<file path="src/rtl/ro_slot_mux_if.sv">
// Bus bundle for the readout slot multiplexer: slot control and core data in,
// serviced-core readout and gray slot count out.
interface ro_slot_mux_if #(
    parameter int N_CORES = 4,
    parameter int N_BITS  = 2,
    parameter int CNT_W   = 19,
    parameter int CORE_W  = (N_CORES > 1) ? $clog2(N_CORES) : 1
);
    // readout_valid is a one-cycle strobe with no back-pressure: readout and
    // readout_core are meaningful only in the cycle it is high.
    logic                        en;
    logic [N_CORES-1:0]          core_en;
    logic [N_CORES*N_BITS-1:0]   in_data;
    logic [N_BITS-1:0]           readout;
    logic                        readout_valid;
    logic [CORE_W-1:0]           readout_core;
    logic [CNT_W-1:0]            gray_count;

    modport master (
        output en, core_en, in_data,
        input  readout, readout_valid, readout_core, gray_count
    );

    modport slave (
        input  en, core_en, in_data,
        output readout, readout_valid, readout_core, gray_count
    );
endinterface

</file>
<file path="src/rtl/ro_slot_mux.sv">
// Readout slot multiplexer: a binary slot counter grants core k a slot whenever
// gray bit k toggles, so core k is read every 2^(k+1) enabled cycles.
module ro_slot_mux #(
    parameter int N_CORES = 4,
    parameter int N_BITS  = 2,
    parameter int CNT_W   = 19,
    parameter int STICKY  = 1
) (
    input  logic          clk_master,
    input  logic          rstb,
    ro_slot_mux_if.slave  bus
);
    localparam int CORE_W = (N_CORES > 1) ? $clog2(N_CORES) : 1;

    logic [CNT_W-1:0]                 cnt_q, cnt_d;
    logic [CNT_W-1:0]                 gray_q, gray_d;
    logic [N_BITS-1:0]                readout_q, readout_d;
    logic                             valid_q, valid_d;
    logic [CORE_W-1:0]                core_q, core_d;
    logic [N_CORES-1:0][N_BITS-1:0]   hold_q;
    logic [N_CORES-1:0]               slot_sel;
    int                               slot_k;

    // Slot index is the position of the lowest zero of the counter, i.e. the
    // gray bit that toggles on the next increment; all-ones maps to the MSB.
    always_comb begin
        slot_k   = CNT_W - 1;
        slot_sel = '0;
        for (int i = CNT_W - 1; i >= 0; i--) begin
            if (!cnt_q[i]) slot_k = i;
        end
        for (int j = 0; j < N_CORES; j++) begin
            slot_sel[j] = bus.en && (slot_k == j);
        end
    end

    always_comb begin
        cnt_d     = cnt_q;
        gray_d    = gray_q;
        valid_d   = 1'b0;
        readout_d = '0;
        core_d    = core_q;
        if (bus.en) begin
            cnt_d  = cnt_q + 1'b1;
            gray_d = cnt_d ^ (cnt_d >> 1);
        end
        for (int j = 0; j < N_CORES; j++) begin
            if (slot_sel[j] && bus.core_en[j]) begin
                valid_d   = 1'b1;
                core_d    = CORE_W'(j);
                readout_d = hold_q[j] | bus.in_data[j*N_BITS +: N_BITS];
            end
        end
    end

    generate
        if (STICKY != 0) begin : g_hold
            logic [N_CORES-1:0][N_BITS-1:0] hold_d;

            // The slot core's pending bits are consumed (or dropped when the
            // core is masked); every other core keeps OR-accumulating.
            always_comb begin
                hold_d = '0;
                for (int j = 0; j < N_CORES; j++) begin
                    hold_d[j] = slot_sel[j] ? '0
                              : (hold_q[j] | bus.in_data[j*N_BITS +: N_BITS]);
                end
            end

            always_ff @(posedge clk_master) begin
                if (!rstb) hold_q <= '0;
                else       hold_q <= hold_d;
            end
        end else begin : g_no_hold
            assign hold_q = '0;
        end
    endgenerate

    always_ff @(posedge clk_master) begin
        if (!rstb) begin
            cnt_q     <= '0;
            gray_q    <= '0;
            readout_q <= '0;
            valid_q   <= 1'b0;
            core_q    <= '0;
        end else begin
            cnt_q     <= cnt_d;
            gray_q    <= gray_d;
            readout_q <= readout_d;
            valid_q   <= valid_d;
            core_q    <= core_d;
        end
    end

    assign bus.readout       = readout_q;
    assign bus.readout_valid = valid_q;
    assign bus.readout_core  = core_q;
    assign bus.gray_count    = gray_q;
endmodule

</file>
<file path="src/flat_wrapper.sv">
// flat-port wrapper written by rule: the top's interface ports become plain ports
module ro_slot_mux_flat 
#(
    parameter int N_CORES = 4,
    parameter int N_BITS  = 2,
    parameter int CNT_W   = 19,
    parameter int STICKY  = 1
)
  (clk_master, rstb, bus_en, bus_core_en, bus_in_data, bus_readout, bus_readout_valid, bus_readout_core, bus_gray_count);
  ro_slot_mux_if #(.N_CORES(N_CORES), .N_BITS(N_BITS), .CNT_W(CNT_W)) bus_i ();
  input  logic clk_master;
  input  logic rstb;
  input wire logic [$bits(bus_i.en)-1:0] bus_en;
  input wire logic [$bits(bus_i.core_en)-1:0] bus_core_en;
  input wire logic [$bits(bus_i.in_data)-1:0] bus_in_data;
  output wire logic [$bits(bus_i.readout)-1:0] bus_readout;
  output wire logic [$bits(bus_i.readout_valid)-1:0] bus_readout_valid;
  output wire logic [$bits(bus_i.readout_core)-1:0] bus_readout_core;
  output wire logic [$bits(bus_i.gray_count)-1:0] bus_gray_count;
  assign bus_i.en = bus_en;
  assign bus_i.core_en = bus_core_en;
  assign bus_i.in_data = bus_in_data;
  assign bus_readout = bus_i.readout;
  assign bus_readout_valid = bus_i.readout_valid;
  assign bus_readout_core = bus_i.readout_core;
  assign bus_gray_count = bus_i.gray_count;
  ro_slot_mux #(.N_CORES(N_CORES), .N_BITS(N_BITS), .CNT_W(CNT_W), .STICKY(STICKY)) u_core (.clk_master(clk_master), .rstb(rstb), .bus(bus_i));
endmodule
</file>
<file path="config.mk">
export PLATFORM = sky130hd
export DESIGN_NAME = ro_slot_mux_flat
export DESIGN_NICKNAME = d
export VERILOG_FILES = /design/src/rtl/ro_slot_mux_if.sv /design/src/rtl/ro_slot_mux.sv /design/src/flat_wrapper.sv
export SDC_FILE = /design/constraint.sdc
export NUM_CORES = 1
export LEC_CHECK = 0
export ABC_AREA = 1
export CAP_MARGIN = 20
export CORE_UTILIZATION = 57
export CTS_CLUSTER_SIZE = 14
export DETAILED_ROUTE_END_ITERATION = 8
export PLACE_DENSITY = 0.83
export SETUP_SLACK_MARGIN = 0.15
export SKIP_CTS_REPAIR_TIMING = 1
export SYNTH_ARGS = -nofsm -noshare
export SYNTH_HDL_FRONTEND = slang
export SYNTH_SLANG_ARGS = --single-unit
export TNS_END_PERCENT = 100
</file>
<file path="constraint.sdc">
create_clock -name clk_master -period 6 [get_ports clk_master]
set_clock_uncertainty 0.1 [all_clocks]
set_input_delay 0.9 -clock clk_master [delete_from_list [all_inputs] [get_ports clk_master]]
set_output_delay 0.9 -clock clk_master [all_outputs]
set_load 0.01 [all_outputs]
</file>
After elaboration in Yosys (flattened, before gate mapping)

Index checks and enable logic that the tools add are counted.

Output and inout bits: 24
Word-level logic and storage cells: 63
Register bits: 51
Input port bits: 15

Reduce and logical (&&, ||, !) cells: 14
Add/subtract/negate cells: 1
Bitwise gates (word level): 6
Multiplexer cells: 30
Equal/unequal tests: 3

Operators by type and width:

| operator                                        | number |
|---|---|
| 2-to-1 mux 32 bit                               | 17 |
| == test 32 x 3 -> 1 bit (second input constant) | 2 |
| == test 32 x 2 -> 1 bit (second input constant) | 1 |
| zero test 32 bit                                | 1 |
| adder 19 x 1 -> 19 bit (second input constant)  | 1 |
| bitwise XOR 19 x 18 -> 19 bit                   | 1 |
| 2-to-1 mux 2 bit                                | 9 |
| logical AND 1 bit                               | 8 |
| bitwise OR 2 bit                                | 4 |
| OR reduction 2 bit                              | 4 |
| 2-to-1 mux 1 bit                                | 4 |
| nonzero test 4 bit                              | 1 |
| NOT 1 bit                                       | 1 |

Depth between registers and ports, before layout

Word-level depth: 25
Mapped depth: 23
Depth with buffers taken out: 23

Worst setup path after synthesis

OpenSTA, ideal clock, no wires.

Kind: input to register
Start: input bus_en
End: register u_core.cnt_q[10]
Cell stages on the path: 6
Slack: 3.816 ns
Path buffers: 3
Data arrival time: 2.013 ns
Cell sequence: inv_1 > clkbuf_1 > buf_1 > buf_1 > nand2_1 > a21oi_1

RTL lines:

| what                 | line               | text |
|---|---|---|
| from (decl)          | flat_wrapper.sv:13 | `input wire logic [$bits(bus_i.en)-1:0] bus_en;` |
| to (signal assigned) | ro_slot_mux.sv:87  | `cnt_q <= cnt_d;` |
| to (decl)            | ro_slot_mux.sv:15  | `logic [CNT_W-1:0] cnt_q, cnt_d;` |

Final worst setup path

Start: input rstb
End: register u_core.gray_q[6], in the netlist u_core.bus.gray_count[6]

RTL lines:

| what                 | line               | text |
|---|---|---|
| from (decl)          | flat_wrapper.sv:12 | `input logic rstb;` |
| to (signal assigned) | ro_slot_mux.sv:88  | `gray_q <= gray_d;` |
| to (decl)            | ro_slot_mux.sv:16  | `logic [CNT_W-1:0] gray_q, gray_d;` |

No word-level cell between the ends.

==> metrics.yaml <==
grt:
  grt_pass1_wl_um: 8360
  grt_start_max_net_pins: 27
  grt_use_total_pct: 24.7
  grt_pass1_vias: 2029
  antenna_found_initial: 0
  grt.overflow.total: 0
route:
  drtPass1Iterations: 4
  drt_iter0_drc: 194
  wirelength_um: 5030
  vias_per_cell: 5.28
  vias: 2256
  ant_nets: 0
  avgRoutedWirePerCell_um: 11.8
  drc: 0
place:
  place.gp.congestion: 0.801
  dp_cells: 419
  pre_cts_ws_ns: 2.65
  numPortBuffers: 38
  dp_hpwl_um: 3460
timing:
  rsz0062_at_grt: "false"
  slew_violations: 0
  tightestPinTransition_ns: 0.770
  fmax_mhz: 327
  setup_slack_ns: 2.94
  fin_crit_sh_pct: 50.9
  fin_setup_tns_ns: 0
  period_minus_slack_ns: 3.06
  setup_viol: 0
  slew_headroom_pct: 48.4
  final_hold_viol_count: 0
worst_setup_path:
  criticalPathCategory: "input pin to register"
  critPathLaunchType: "input pin"
  worstPathCellList: "clkdlybuf4s50_1 -> clkinv_1 -> a311oi_1"
  worstPathMaxFanout: 26
  rr_startpoint: "u_core.cnt_q[0]"
  cp.required_ns: 6.11
  cp_slowest_cell: "clkdlybuf4s50_1"
  ff2ff_setup_slack_ns: 3.62
  worst_ep_arrival_time_ns: 3.17
  worstSetupEndpointType: "register"
  ff2ff_path_depth: 16
  rr_endpoint: "u_core.bus.gray_count[14]"
  crit_path_max_incr_delay_ns: 0.94
floorplan:
  ios: 39
  die_h_um: 66.7
  rows: 23
  initial_core_util_pct: 59.6
  die_w_um: 66.7
  die_area_um2: 4440
  core-area_um2: 4000
power_and_ir_drop:
  irDropWorstVdd_mv: 0.165
  power.total_mw: 0.634
  p_per_area_nw_per_um2: 218
  leakage_nw: 1.11
synth:
  synth-edff-count: 0
  seq_area_frac_synth_pct: 42.0
  mappedNetlistArea_um2: 2380
  synthArstFlopShare_pct: 0
  yosysWarnings: 0
  syn_area_per_cell_um2: 6.99
  syn_inst: 341
  syn-num-nets: 357
  ys.flop_type: "dfxtp_1"
  synth_seq_cells: 50
  synth_cell_types: 34
min_path:
  holdCritStartpoint: "u_core.hold_q[7]"
  hold_class: "register to register"
  worstHoldEndpoint: "u_core.hold_q[7]"
  worstHoldPathCells: 2
clock_network:
  clockRootBuffer: "clkbuf_8"
  cts.htree.levels: 2
  clock_path_buffers: 2
  cts_sinks: 50
  clk_pin_slew_worst_paths_ns: 0.09
  cts_buffers: 5
  clk_latency_ns: 0.31
  cts_tree: "built"
layout:
  multi_input_area_um2: 1180
  antenna_cells: 0
  mostFrequentLayoutCells: "nand2_1, dfxtp_1, nor2_1"
  seqCellArea_um2: 1000
  drive_gt1_share_pct: 7.43
  fin_cells: 427
  area_growth_pct: 21.8
  final_common_cell: "nand2_1"
  fin_nets: 392
  fill_cells: 328
outcome:
  outcome: "complete, no violations"
job:
  max-cap-violations: 0
## metal layers
layer	up-vias	routed length, µm	GRT usage, %
li1	1169	-	-
met1	1007	2310	29.1
met2	66	2300	41.4
met3	14	295	6.51
met4	0	123	11.7
met5	-	0	0
## worst max-delay path, delay by kind of cell
family	cells	cell delay [ns]
buf+inv	2	1.79
compound gates	1	0.47
## registers in the layout, indices dropped and copies added (netlist names)
name                      cells
u_core.bus.gray_count        19
u_core.bus.readout            2
u_core.bus.readout_core       2
u_core.bus.readout_valid      1
u_core.cnt_q                 18
u_core.hold_q                 8
## worst max-delay path by stage
stage / startpoint / to / slack [ns]
floorplan: bus_en / u_core.cnt_q[10] / 3.82
global route: rstb / u_core.bus.gray_count[6] / 2.80
finish: rstb / u_core.bus.gray_count[6] / 2.94
global placement: rstb / u_core.bus.gray_count[4] / 2.72
detailed placement: rstb / u_core.bus.gray_count[2] / 2.65
CTS: rstb / u_core.bus.gray_count[4] / 3.00
## power by group
part | total, mW | internal, mW | switching [mW]
combinational | 0.0480 | 0.0209 | 0.0272
clock | 0.243 | 0.124 | 0.119
sequential | 0.343 | 0.339 | 0.00390
## synth_stat cells, drive strengths merged (2+ instances only)
| library cell | count | share of area, % |
|---|---|---|
| a311oi | 2 | 0.74 |
| clkbuf | 7 | 1.1 |
| nor2 | 50 | 9.3 |
| a211oi | 2 | 0.63 |
| buf | 4 | 0.79 |
| nor3 | 3 | 0.84 |
| inv | 40 | 6.3 |
| or2 | 3 | 0.79 |
| o22ai | 2 | 0.52 |
| dfxtp | 50 | 42 |
| o21a | 2 | 0.63 |
| xor2 | 9 | 3.3 |
| nand2 | 94 | 15 |
| xnor2 | 3 | 1.1 |
| a31oi | 11 | 2.9 |
| o21ai | 18 | 3.8 |
| nand3 | 8 | 1.9 |
| nand4 | 4 | 1.0 |
| a21oi | 23 | 4.8 |
## cell type report
cell class	instances	share of cell area [%]
Tap cell	50	2.16
Sequential cell	50	34.5
Inverter	41	5.30
Clock buffer	5	2.37
Multi-Input combinational cell	239	40.8
Clock inverter	3	1.55
Timing Repair Buffer	39	13.4
## cells by family (layout without fill, tap and decap cells)
kind of cell	count (synthesis)	after routing	synth area share, %
AO/OA/AOI/OAI	64	64	15.4
flip-flops	50	50	42.0
AND/OR/NAND/NOR	162	162	29.3
adder cells (fa/ha/maj)	1	1	0.525
XOR/XNOR	12	12	4.41
buffers and inverters	52	88	8.35
## metrics by stage
step                util, %  area (µm²)  hold slack, ns
floorplan                 -        2380           0.334
global placement       69.7        2790           0.342
detailed placement     69.7        2790           0.352
CTS                    72.6        2900           0.370
global route           72.6        2900           0.411
finish                 72.6        2900           0.366
No activity file was read; power rests on OpenSTA's default activity.
